`src/rtl/tilegen_layer_mixer_pkg.sv`:
```
// Shared constants for the tile layer mixer: register map layout and address sizing.
package tilegen_layer_mixer_pkg;

    localparam int unsigned RegLayerBase = 0;
    localparam int unsigned EnableBit    = 7;
    localparam int unsigned CpuDataW     = 8;

    // Address space covers one register per layer plus the background colour.
    function automatic int unsigned addr_width(input int unsigned num_layers);
        return $clog2(num_layers + 1);
    endfunction

endpackage

```
`src/rtl/tilegen_mix_stage.sv`:
```
// One registered priority-compare stage; the layer input is delayed by Idx registers so that
// it meets the candidate travelling down the pipeline.
module tilegen_mix_stage
    import tilegen_layer_mixer_pkg::*;
#(
    parameter int unsigned Idx            = 0,
    parameter int unsigned NumLayers      = 4,
    parameter int unsigned ColorW         = 8,
    parameter int unsigned DotW           = 3,
    parameter int unsigned PriW           = 3,
    parameter int unsigned AwW            = 3,
    parameter int unsigned TransparentDot = 7,
    localparam int unsigned CandW         = PriW + ColorW + DotW + AwW
) (
    input  logic              clk_i,
    input  logic              rst_i,
    input  logic [CandW-1:0]  cand_i,
    input  logic [ColorW-1:0] layer_cl_i,
    input  logic [DotW-1:0]   layer_dt_i,
    input  logic [PriW-1:0]   layer_pri_i,
    input  logic              layer_en_i,
    output logic [CandW-1:0]  cand_o
);

    localparam int unsigned LayW = 1 + PriW + ColorW + DotW;
    localparam logic [CandW-1:0] CandReset = {{(CandW - AwW){1'b0}}, AwW'(NumLayers)};

    logic [LayW-1:0]   lay_in;
    logic [LayW-1:0]   lay;
    logic              lay_en;
    logic [PriW-1:0]   lay_pri;
    logic [ColorW-1:0] lay_cl;
    logic [DotW-1:0]   lay_dt;
    logic [PriW-1:0]   in_pri;
    logic [CandW-1:0]  cand_d;
    logic [CandW-1:0]  cand_q;

    // Priority and enable ride the skew chain so they stay bound to the pixel they were
    // sampled with at stage 0.
    assign lay_in = {layer_en_i, layer_pri_i, layer_cl_i, layer_dt_i};

    if (Idx == 0) begin : g_no_skew
        assign lay = lay_in;
    end else begin : g_skew
        logic [LayW-1:0] skew_d [Idx];
        logic [LayW-1:0] skew_q [Idx];

        always_comb begin
            skew_d[0] = lay_in;
            for (int j = 1; j < Idx; j++) begin
                skew_d[j] = skew_q[j-1];
            end
        end

        always_ff @(posedge clk_i) begin
            if (rst_i) begin
                for (int j = 0; j < Idx; j++) begin
                    skew_q[j] <= '0;
                end
            end else begin
                for (int j = 0; j < Idx; j++) begin
                    skew_q[j] <= skew_d[j];
                end
            end
        end

        assign lay = skew_q[Idx-1];
    end

    assign {lay_en, lay_pri, lay_cl, lay_dt} = lay;
    assign in_pri = cand_i[CandW-1 -: PriW];

    always_comb begin
        cand_d = cand_i;
        if (lay_en && (lay_dt != DotW'(TransparentDot)) && (lay_pri >= in_pri)) begin
            cand_d = {lay_pri, lay_cl, lay_dt, AwW'(Idx)};
        end
    end

    always_ff @(posedge clk_i) begin
        if (rst_i) begin
            cand_q <= CandReset;
        end else begin
            cand_q <= cand_d;
        end
    end

    assign cand_o = cand_q;

endmodule

```
`src/rtl/tilegen_layer_mixer.sv`:
```
// N-layer tile priority compositor: double-buffered CPU register file committed at vsync,
// a chain of compare stages seeded with the background colour, and an output register.
module tilegen_layer_mixer
    import tilegen_layer_mixer_pkg::*;
#(
    parameter int unsigned NUM_LAYERS                       = 4,
    parameter int unsigned COLOR_W                          = 8,
    parameter int unsigned DOT_W                            = 3,
    parameter int unsigned PRI_W                            = 3,
    parameter int unsigned TRANSPARENT_DOT                  = 7,
    parameter logic [NUM_LAYERS-1:0]       LAYER_DISABLE_MASK = '0,
    parameter logic [NUM_LAYERS*PRI_W-1:0] DEFAULT_PRIORITY   = '0,
    parameter bit          SYNC_UPDATE                      = 1'b1
) (
    input  logic                                  CLK_6M,
    input  logic                                  rst,
    input  logic                                  nVSYNC,
    input  logic                                  cpu_cs,
    input  logic                                  cpu_we,
    input  logic [addr_width(NUM_LAYERS)-1:0]     cpu_addr,
    input  logic [CpuDataW-1:0]                   cpu_din,
    output logic [CpuDataW-1:0]                   cpu_dout,
    input  logic [NUM_LAYERS*COLOR_W-1:0]         layer_cl,
    input  logic [NUM_LAYERS*DOT_W-1:0]           layer_dt,
    output logic [PRI_W-1:0]                      PRO,
    output logic [COLOR_W-1:0]                    CLO,
    output logic [DOT_W-1:0]                      DTO,
    output logic [COLOR_W+DOT_W-1:0]              pal_addr,
    output logic [addr_width(NUM_LAYERS)-1:0]     win_idx,
    output logic                                  out_valid
);

    localparam int unsigned AW = addr_width(NUM_LAYERS);
    localparam int unsigned CW = PRI_W + COLOR_W + DOT_W + AW;
    localparam int unsigned FW = $clog2(NUM_LAYERS + 2);
    localparam logic [CW-1:0] CandReset = {{(CW - AW){1'b0}}, AW'(NUM_LAYERS)};
    localparam logic [FW-1:0] FillFull  = FW'(NUM_LAYERS + 1);

    logic [NUM_LAYERS*PRI_W-1:0] sh_pri_d, sh_pri_q, act_pri_d, act_pri_q;
    logic [NUM_LAYERS-1:0]       sh_en_d, sh_en_q, act_en_d, act_en_q;
    logic [COLOR_W-1:0]          sh_bg_d, sh_bg_q, act_bg_d, act_bg_q;
    logic                        vs_q, vs_qq;
    logic                        commit;
    logic [FW-1:0]               fill_d, fill_q;
    logic [CW-1:0]               out_q;
    logic [CW-1:0]               cand [NUM_LAYERS+1];

    // Shadow register file writes.
    always_comb begin
        sh_pri_d = sh_pri_q;
        sh_en_d  = sh_en_q;
        sh_bg_d  = sh_bg_q;
        if (cpu_cs && cpu_we) begin
            for (int i = 0; i < NUM_LAYERS; i++) begin
                if (cpu_addr == AW'(RegLayerBase + i)) begin
                    sh_en_d[i]                  = cpu_din[EnableBit];
                    sh_pri_d[i*PRI_W +: PRI_W]  = cpu_din[PRI_W-1:0];
                end
            end
            if (cpu_addr == AW'(NUM_LAYERS)) begin
                sh_bg_d = cpu_din[COLOR_W-1:0];
            end
        end
    end

    always_comb begin
        cpu_dout = '0;
        for (int i = 0; i < NUM_LAYERS; i++) begin
            if (cpu_addr == AW'(RegLayerBase + i)) begin
                cpu_dout[EnableBit]  = sh_en_q[i];
                cpu_dout[PRI_W-1:0]  = sh_pri_q[i*PRI_W +: PRI_W];
            end
        end
        if (cpu_addr == AW'(NUM_LAYERS)) begin
            cpu_dout[COLOR_W-1:0] = sh_bg_q;
        end
    end

    // Commit copies the pre-write shadow, so a write landing on the commit edge waits a frame.
    assign commit = SYNC_UPDATE ? (vs_qq & ~vs_q) : 1'b1;

    always_comb begin
        act_pri_d = commit ? sh_pri_q : act_pri_q;
        act_en_d  = commit ? sh_en_q  : act_en_q;
        act_bg_d  = commit ? sh_bg_q  : act_bg_q;
        fill_d    = (fill_q == FillFull) ? fill_q : fill_q + 1'b1;
    end

    always_ff @(posedge CLK_6M) begin
        if (rst) begin
            sh_pri_q  <= DEFAULT_PRIORITY;
            sh_en_q   <= ~LAYER_DISABLE_MASK;
            sh_bg_q   <= '0;
            act_pri_q <= DEFAULT_PRIORITY;
            act_en_q  <= ~LAYER_DISABLE_MASK;
            act_bg_q  <= '0;
            vs_q      <= 1'b1;
            vs_qq     <= 1'b1;
            fill_q    <= '0;
            out_q     <= CandReset;
        end else begin
            sh_pri_q  <= sh_pri_d;
            sh_en_q   <= sh_en_d;
            sh_bg_q   <= sh_bg_d;
            act_pri_q <= act_pri_d;
            act_en_q  <= act_en_d;
            act_bg_q  <= act_bg_d;
            vs_q      <= nVSYNC;
            vs_qq     <= vs_q;
            fill_q    <= fill_d;
            out_q     <= cand[NUM_LAYERS];
        end
    end

    assign cand[0] = {{PRI_W{1'b0}}, act_bg_q, {DOT_W{1'b1}}, AW'(NUM_LAYERS)};

    for (genvar g = 0; g < NUM_LAYERS; g++) begin : g_stage
        tilegen_mix_stage #(
            .Idx            (g),
            .NumLayers      (NUM_LAYERS),
            .ColorW         (COLOR_W),
            .DotW           (DOT_W),
            .PriW           (PRI_W),
            .AwW            (AW),
            .TransparentDot (TRANSPARENT_DOT)
        ) u_stage (
            .clk_i       (CLK_6M),
            .rst_i       (rst),
            .cand_i      (cand[g]),
            .layer_cl_i  (layer_cl[g*COLOR_W +: COLOR_W]),
            .layer_dt_i  (layer_dt[g*DOT_W +: DOT_W]),
            .layer_pri_i (act_pri_q[g*PRI_W +: PRI_W]),
            .layer_en_i  (act_en_q[g]),
            .cand_o      (cand[g+1])
        );
    end

    assign PRO       = out_q[CW-1 -: PRI_W];
    assign CLO       = out_q[AW+DOT_W +: COLOR_W];
    assign DTO       = out_q[AW +: DOT_W];
    assign win_idx   = out_q[AW-1:0];
    assign pal_addr  = {CLO, DTO};
    assign out_valid = (fill_q == FillFull);

endmodule

```
`config.mk`:
```
export PLATFORM = sky130hd
export DESIGN_NAME = tilegen_layer_mixer
export DESIGN_NICKNAME = d
export VERILOG_FILES = /design/src/rtl/tilegen_layer_mixer_pkg.sv /design/src/rtl/tilegen_mix_stage.sv /design/src/rtl/tilegen_layer_mixer.sv
export SDC_FILE = /design/constraint.sdc
export NUM_CORES = 1
export LEC_CHECK = 0
export ABC_CLOCK_PERIOD_IN_PS = 1800
export CAP_MARGIN = 25
export CORE_ASPECT_RATIO = 0.6
export CORE_MARGIN = 5
export CORE_UTILIZATION = 55
export DETAILED_ROUTE_END_ITERATION = 12
export DONT_BUFFER_PORTS = 1
export GPL_TIMING_DRIVEN = 0
export PLACE_DENSITY = 0.76
export SYNTH_ARGS = -nofsm -noshare
export SYNTH_HDL_FRONTEND = slang
export SYNTH_SLANG_ARGS = --single-unit
```
`constraint.sdc`:
```
create_clock -name CLK_6M -period 1.8 [get_ports CLK_6M]
set_input_delay 0.09 -clock CLK_6M [delete_from_list [all_inputs] [get_ports CLK_6M]]
set_output_delay 0.09 -clock CLK_6M [all_outputs]
set_load 0.02 [all_outputs]
```
Word level (Yosys, flattened, before mapping)
Memories as Yosys holds them, arrays and structs flattened.
Index checks and enable logic that the tools add are counted.
{"block": "op_classes", "add_sub_neg": 1, "n_lt_le_gt_ge": 4, "eq_ne": 9, "mux": 23, "bitwise": 8, "n_reduce_logical": 19}
{"op": "15-bit 2-to-1 mux", "count": 6}
{"op": "17-bit 2-to-1 mux", "count": 3}
{"op": "15-bit OR reduction", "count": 1}
{"op": "14-bit 2-to-1 mux", "count": 1}
{"op": "3-bit 2-to-1 mux", "count": 4}
{"op": "3-bit != test (second input constant)", "count": 4}
{"op": "2-bit AND reduction", "count": 5}
{"op": "3-bit greater-or-equal comparator", "count": 3}
{"op": "1-bit logical AND", "count": 9}
{"op": "1-bit 2-to-1 mux", "count": 8}
{"op": "8-bit 2-to-1 mux", "count": 1}
{"op": "3-bit by 2-bit equality test with 1-bit output (second input constant)", "count": 2}
{"op": "3-bit equality test (second input constant)", "count": 2}
{"op": "2-bit OR reduction", "count": 3}
{"op": "1-bit OR", "count": 5}
{"op": "3-bit by 1-bit adder with 3-bit output (second input constant)", "count": 1}
{"op": "3-bit by 1-bit equality test with 1-bit output (second input constant)", "count": 1}
{"op": "3-bit by 1-bit greater-or-equal comparator with 1-bit output (second input constant)", "count": 1}
{"op": "3-bit zero test", "count": 1}
{"op": "1-bit NOT", "count": 2}
{"op": "1-bit bitwise AND", "count": 1}
{"block": "totals", "register_bits": 138, "ram_bits": 90, "inputBits": 60, "output_inout_bits": 37, "word_cells": 90, "mem_count": 3}
{"memory": "g_stage[3].u_stage.g_skew.skew_q", "words": 3, "word_bits": 15, "read_ports": 3, "rd_clocked_by_memory_dff": 0, "wr": 3, "line_no": "tilegen_mix_stage.sv:46", "text": "logic [LayW-1:0] skew_q [Idx];"}
{"memory": "g_stage[2].u_stage.g_skew.skew_q", "words": 2, "word_bits": 15, "read_ports": 2, "rd_clocked_by_memory_dff": 0, "wr": 2, "line_no": "tilegen_mix_stage.sv:46"}
{"memory": "g_stage[1].u_stage.g_skew.skew_q", "words": 1, "word_bits": 15, "read_ports": 1, "rd_clocked_by_memory_dff": 0, "wr": 1, "line_no": "tilegen_mix_stage.sv:46"}

Longest topological paths before layout
Gate-level depths: netlist of run 1.
{"block": "logic_depth", "depth_word": 6, "mapped_depth": 7, "depth_no_buf": 6}

Cells and area by module
From an unflattened synthesis of run 1, not the netlist that was laid out.
{"block": "unflattened", "cells_unflattened": 807, "area_unflattened_um2": 8468.1}
{"mod": "tilegen_layer_mixer", "n_inst": 1, "cells_each": 301, "area_each_um2": 2815.2, "seq_area_each_um2": 1401.3}
{"mod": "tilegen_mix_stage at g_stage[3].u_stage", "n_inst": 1, "cells_each": 174, "area_each_um2": 2016.9, "seq_area_each_um2": 1241.2}
{"mod": "tilegen_mix_stage at g_stage[2].u_stage", "n_inst": 1, "cells_each": 142, "area_each_um2": 1612.8, "seq_area_each_um2": 940.9}
{"mod": "tilegen_mix_stage at g_stage[1].u_stage", "n_inst": 1, "cells_each": 111, "area_each_um2": 1214.9, "seq_area_each_um2": 640.6}
{"mod": "tilegen_mix_stage at g_stage[0].u_stage", "n_inst": 1, "cells_each": 79, "area_each_um2": 808.3, "seq_area_each_um2": 340.3}

Worst setup path after synthesis of run 1
Ideal clock, no wire load.
{"block": "synth_timing", "path_type": "flip-flop to flip-flop", "from": "register g_stage[2].u_stage.cand_q[16]", "to": "register g_stage[3].u_stage.cand_q[0]", "setup_ns": 0.115, "t_arrival_ns": 1.509, "t_required_ns": 1.685, "path_slack_ns": 0.176, "path_stages_with_launch": 8, "path_buffers": 1, "period_less_slack_ns": 1.624, "path_cell_list": "dfxtp_1 > inv_1 > ha_1 > a21o_1 > a31oi_2 > nor2_2 > buf_4 > o21a_1"}
{"block": "synth_between", "elab_chain_len": 3}
{"element": "start: declaration", "line_no": "tilegen_mix_stage.sv:36", "text": "logic [CandW-1:0] cand_q;"}
{"element": "start signal: assignment", "line_no": "tilegen_mix_stage.sv:82", "text": "cand_q <= CandReset;"}
{"element": "start signal: assignment", "line_no": "tilegen_mix_stage.sv:84", "text": "cand_q <= cand_d;"}
{"element": "3-bit greater-or-equal comparator", "line_no": "tilegen_mix_stage.sv:75", "text": "if (lay_en && (lay_dt != DotW'(TransparentDot)) && (lay_pri >= in_pri)) begin"}
{"element": "1-bit logical AND", "line_no": "tilegen_mix_stage.sv:75"}
{"element": "17-bit 2-to-1 mux", "line_no": "tilegen_mix_stage.sv:75"}
{"element": "end signal: assignment", "line_no": "tilegen_mix_stage.sv:82"}
{"element": "end signal: assignment", "line_no": "tilegen_mix_stage.sv:84"}
{"element": "end: declaration", "line_no": "tilegen_mix_stage.sv:36"}
Every way passes these cells.
A chain may end at the register's enable or synchronous reset.

==> results.yml, run 1 <==
worst_hold_path:
  hp-class: "in -> reg"
  hold_start: "cpu_addr[1]"
detailed_routing:
  routed_wl_mm: 17.5
  drt_iter0_drc: 339
  postRouteAntennaNets: 0
  drc: 0
  first_pass_iters: 5
  avgViaCountPerCell: 5.16
  vias: 5261
  wire_per_inst_um: 17.2
critical_path:
  path_common_cell: "dlygate4sd3_1"
  end_kind: "flop"
  worstPathArrival_ns: 2.14
  cp-startpoint: "cpu_din[1]"
  slowest_delay_ns: 0.67
  crit_type: "in -> reg"
  cp_slowest_cell: "dlygate4sd3_1"
  critPathLaunchType: "input port"
  path_cells: "dlygate4sd3_1 > nand2_1 > dlygate4sd3_1 > a21oi_1 > dlygate4sd3_1"
  reg2reg_from: "g_stage[2].u_stage.cand_o[16]$_SDFF_PP0_"
  cp_data_required_time_ns: 2.22
  worstPathMaxFanout: 5
cells_and_area:
  final_common_cell: "dfxtp_1"
  fin_cells: 1019
  n_fill_cell: 1004
  area_growth_pct: 21.7
  layout-drive-gt1-share_pct: 9.72
  diodes: 0
  layout_common_cells: "dfxtp_1, nand2_1, nor2b_1, dlygate4sd3_1, mux2i_1"
  nets: 901
status:
  status: "finished clean"
timing:
  period_needed_ns: 1.71
  maxSlewViolCount: 0
  fmax_ghz: 0.584
  rsz0062_at_grt: "no"
  hold_violations: 0
  final.setup_skew_ns: 0.00811
  worst_pin_slew_ns: 0.804
  hold_slack_ns: 0.0169
  fin_crit_sh_pct: 95.2
  slew_headroom_pct: 46.4
  setup_tns_ns: 0
  setup_viol: 0
global_routing:
  grt-ovfl-total: 0
  grt_pass1_vias: 5152
  gr-usage-all-layers_pct: 21.4
  grt_pass1_wl_mm: 27.7
  grt_max_degree: 17
  antenna_found_initial: 0
yosys:
  avgSynthCellArea_sq_um: 10.3
  syn_nets: 812
  synth_cell_types: 44
  synth_area_sq_mm: 0.00764
  yosysSeqAreaShare_pct: 58.9
  yosys_warnings: 0
  ys_ff_latch: 225
  syn_inst: 741
clock_tree:
  cts.sinks: 225
  cts.root.buffer_cell: "clkbuf_16"
  htree_levels: 1
  clk_pin_slew_worst_paths_ns: 0.07
  clk_latency_ns: 0.49
  max-clock-path-buffers: 3
  tritoncts: "done"
  cts_made_buffers: 20
power_and_ir_drop:
  p_leak_nw: 3.65
  p_per_area_mw_per_mm2: 1120
  vdd_drop_max_mv: 0.617
placement:
  dp.cells: 916
  dp_hpwl_mm: 12.3
  gp_congestion: 0.890
  io_buffers: 0
die:
  row_count: 33
  die_area_sq_mm: 0.0164
  start_util_pct: 56.1
  die_height_um: 101
  core_area_sq_mm: 0.0136
  dieWidth_um: 162
  io-pin-count: 97
job:
  maxCapViolations: 0
[through the flow]
stage | utilization, % | power (mW) | worst slack [ns] | instance area [sq um]
final | 68.3 | 10.4 | 0.0863 | 9300
after floorplan | - | 5.65 | 0.176 | 7640
after global placement | 57.7 | 5.76 | 0.00849 | 7860
after CTS | 67.8 | 10.4 | 0.00838 | 9230
after detailed placement | 57.7 | 5.78 | -0.0589 | 7860
after global routing | 68.3 | 10.7 | 0.000669 | 9300
[worst max-delay path: cells and delay by family]
family | cells | cell delay [ns]
and+or+nand+nor | 1 | 0.07
buffers and inverters | 3 | 1.82
AOI/OAI and AO/OA | 1 | 0.14
[per-layer routing]
| metal | wire length (um) | global-route usage, % | vias to the layer above | part of all wire (%) |
|---|---|---|---|---|
| met5 | 0 | 0 | - | 0 |
| met4 | 231 | 3.57 | 0 | 1.3 |
| met3 | 1270 | 3.99 | 20 | 7.3 |
| met2 | 7270 | 32.4 | 201 | 42 |
| met1 | 8700 | 32.6 | 2486 | 50 |
| li1 | - | - | 2554 | - |
[repair_timing]
item,in CTS,in global routing
endpoints found under the setup margin,12,34
hold buffers,62,0
buffers inserted,0,6
resized for setup,4,6
endpoints found under the hold margin,69,0
pin swaps,0,1
[state kept, by name, summed over array words and instances (netlist names)]
name / flops
sh_bg_q: 8
act_en_q: 4
g_stage.u_stage.cand_o: 65
sh_pri_q: 12
vs_qq: 1
vs_q: 1
g_stage.u_stage.g_skew.skew_q: 90
act_bg_q: 8
fill_q: 3
sh_en_q: 4
out_q: 17
act_pri_q: 12
[Yosys cell counts (all sizes together)]
master    n  share of area, %
o22ai     2              0.16
clkbuf   30               1.5
nor2b   108               8.8
nand2   134               6.6
nand2b    6              0.49
nor3      2              0.13
a211oi    1             0.098
o211ai    2              0.20
inv      19              0.93
ha       11               1.8
nand3b    1              0.26
and2b     1             0.098
xnor2     1              0.11
dfxtp   225                59
nor3b     4              0.75
nand3     9              0.59
and3      2              0.23
o221a     5              0.74
buf      23               2.2
a22oi     2              0.20
a31oi     4              0.49
mux4      2              0.64
a21oi    28               2.0
or3       1             0.082
mux2i    59               7.7
a21o      2              0.20
nor2     27               1.4
o21a      2              0.20
and2      8              0.66
o21ai     7              0.46
or2       3              0.25
o41ai     2              0.23
a22o      8              0.92
[final timing paths]
path,to,slack [ns],cells after the start
setup / recovery,sh_pri_q[10]$_SDFFE_PP0P_,0.09,5
hold / removal,sh_pri_q[7]$_SDFFE_PP0P_,0.02,3
setup reg to reg,g_stage[3].u_stage.cand_o[0]$_SDFF_PP0_,0.11,7
hold reg to reg,out_q[2]$_SDFF_PP1_,0.41,1
[cells by family after synthesis]
kind of cell	count (synthesis)	synth area share, %
compound gates	65	5.86
simple gates	306	20.3
flops	225	58.9
buf+inv	72	4.58
fa+ha+maj	11	1.80
xor+xnor	1	0.115
mux	61	8.37
[power by group]
part           internal [mW]  switching (mW)  total [mW]
sequential              5.15          0.0783        5.22
combinational          0.263           0.313       0.576
clock                   2.81            1.80        4.61
total                   8.22            2.19        10.4
[cell type report]
type	count	area, sq um	share of cell area [%]
sequential	225	4500	48.4
multi-input combinational	444	2830	30.4
timing repair buffer	67	656	7.05
clock buffer	27	608	6.54
buffer	53	287	3.08
tap	175	219	2.35
clock inverter	9	126	1.36
inverter	19	71.3	0.767
No activity file was read; power rests on OpenSTA's default activity.
==> run 2: changes to the inputs <==
ABC_CLOCK_PERIOD_IN_PS = 1400   (was 1800)
PLACE_DENSITY = 0.79   (was 0.76)
clock period = 1.4 ns   (was 1.8 ns; I/O delays follow)
==> results.yml, run 2 (synthesized netlist as in run 1, its figures left out) <==
die:
  die_area_sq_mm: 0.0164
  die_height_um: 101
  row_count: 33
  io-pin-count: 97
  core_area_sq_mm: 0.0136
  dieWidth_um: 162
  start_util_pct: 56.1
detailed_routing:
  wire_per_inst_um: 19.0
  avgViaCountPerCell: 5.44
  drt_iter0_drc: 474
  drc: 0
  vias: 5630
  routed_wl_mm: 19.7
  postRouteAntennaNets: 0
  first_pass_iters: 5
global_routing:
  antenna_found_initial: 0
  grt-ovfl-total: 0
  grt_busiest_layer: "met2"
  grt_pass1_vias: 5526
  use_met1_pct: 31.7
  grt_use_met2_pct: 36.7
  grt_max_degree: 17
  gr-usage-all-layers_pct: 23.1
  grt_use_met3_pct: 5.37
  grt_pass1_wl_mm: 29.5
clock_tree:
  cts.sinks: 225
  clk_pin_slew_worst_paths_ns: 0.07
  cts.root.buffer_cell: "clkbuf_16"
  max-clock-path-buffers: 3
  tritoncts: "done"
  htree_levels: 1
  clk_latency_ns: 0.50
  cts_made_buffers: 20
cells_and_area:
  top_register: "g_stage.u_stage.g_skew.skew_q"
  nets: 917
  fin_area_sq_mm: 0.00974
  layout_common_cells: "dfxtp_1, nand2_1, nor2b_1, mux2i_1, dlygate4sd3_1"
  layout-drive-gt1-share_pct: 19.2
  area_growth_pct: 27.5
  n_fill_cell: 871
  largest_reg_flops: 90
  final_common_cell: "dfxtp_1"
placement:
  dp_hpwl_mm: 12.0
  io_buffers: 0
  gp_congestion: 0.947
  dpl_cell_area_sq_mm: 0.00795
critical_path:
  r2r_cells: 7
  critPathLaunchType: "flop"
  end_kind: "flop"
  worstPathMaxFanout: 4
  reg2reg_from: "g_stage[0].u_stage.cand_o[16]$_SDFF_PP0_"
  rrSetupSlack_ns: -0.24
  setup.worst_path.end: "g_stage[1].u_stage.cand_o[5]$_SDFF_PP0_"
  cp-startpoint: "g_stage[0].u_stage.cand_o[16]$_SDFF_PP0_"
  cp_data_required_time_ns: 1.79
  regToRegEndpoint: "g_stage[1].u_stage.cand_o[5]$_SDFF_PP0_"
  crit_type: "reg -> reg"
  worstPathArrival_ns: 2.03
status:
  status: "complete, but fails checks"
  violations: "hold timing, setup timing"
timing:
  fin_crit_sh_pct: 117
  period_needed_ns: 1.64
  setup_viol: 54
  slew_headroom_pct: 44.0
  hold_violations: 2
  fmax_ghz: 0.609
  maxSlewViolCount: 0
  finalWorstSetupSlack_ns: -0.243
  rsz0062_at_grt: "yes"
  worst_pin_slew_ns: 0.839
  final.setup_skew_ns: 0.0168
  hold_slack_ns: -0.00633
power_and_ir_drop:
  vdd_drop_max_mv: 0.874
  p_leak_nw: 3.85
  p_per_area_mw_per_mm2: 1360
worst_hold_path:
  hp-class: "in -> reg"
job:
  maxCapViolations: 0
run 2: report_power, final:
part,switching (mW),total [mW],internal (mW)
Sequential,0.111,6.73,6.62
Combinational,0.460,0.857,0.398
Clock,2.29,5.64,3.35
Total,2.87,13.2,10.4
run 2: how the worst min path moves through the flow:
stage                     start                                 endpoint  slack, ns  depth (start not counted)
floorplan                nVSYNC                          vs_q$_SDFF_PP1_       0.17                          1
global placement         nVSYNC                          vs_q$_SDFF_PP1_       0.17                          1
detailed placement       nVSYNC                          vs_q$_SDFF_PP1_       0.19                          1
CTS                 layer_dt[0]  g_stage[0].u_stage.cand_o[6]$_SDFF_PP0_      0.005                          3
global route             cpu_cs                  sh_en_q[1]$_SDFFE_PP1P_      0.006                          4
finish                   cpu_cs                sh_pri_q[11]$_SDFFE_PP0P_     -0.006                          4
run 2: layer usage:
layer	up-vias	routed length, um
met5	-	0
met4	0	561
met3	60	1910
met2	308	8670
met1	2673	8570
li1	2589	-
run 2: worst max-delay path, stage by stage, from the launching register on:
cell and delay (ns):
dfxtp_2 0.34, inv_2 0.05, ha_4 0.22, a21o_1 0.18
a31oi_4 0.26, nor2_4 0.12, buf_6 0.16, o221a_4 0.21
run 2: what timing repair did:
item | in CTS | in global routing
setup endpoints to repair | 56 | 80
gates resized for setup | 54 | 35
setup buffers | 22 | 1
endpoints found under the hold margin | 69 | 2
pin swaps | 14 | 12
hold buffers | 57 | 1
gates cloned | 3 | 0
run 2: cell type report:
class	instances	area, sq um	area share (%)
flip-flops and latches	225	4540	46.5
multi-input cells	444	3080	31.6
repair buffers	83	838	8.60
clock buffers	32	647	6.64
plain buffers	53	305	3.13
well taps	175	219	2.25
inverters	19	71.3	0.732
clock inverters	3	42.5	0.437
diodes	1	2.50	0.0257
run 2: metrics by stage:
step / cells / power (mW) / TNS (ns) / setup WS (ns) / util, %
final: 1035 / 13.2 / -8.53 / -0.243 / 71.5
after global routing: 1034 / 13.6 / -10.60 / -0.259 / 71.5
after CTS: 1033 / 13.2 / -5.03 / -0.185 / 70.7
after detailed placement: 916 / 7.44 / -8.36 / -0.304 / 58.3
after global placement: 916 / 7.41 / -6.20 / -0.255 / 58.3
after floorplan: 741 / 7.27 / -0.853 / -0.0942 / -
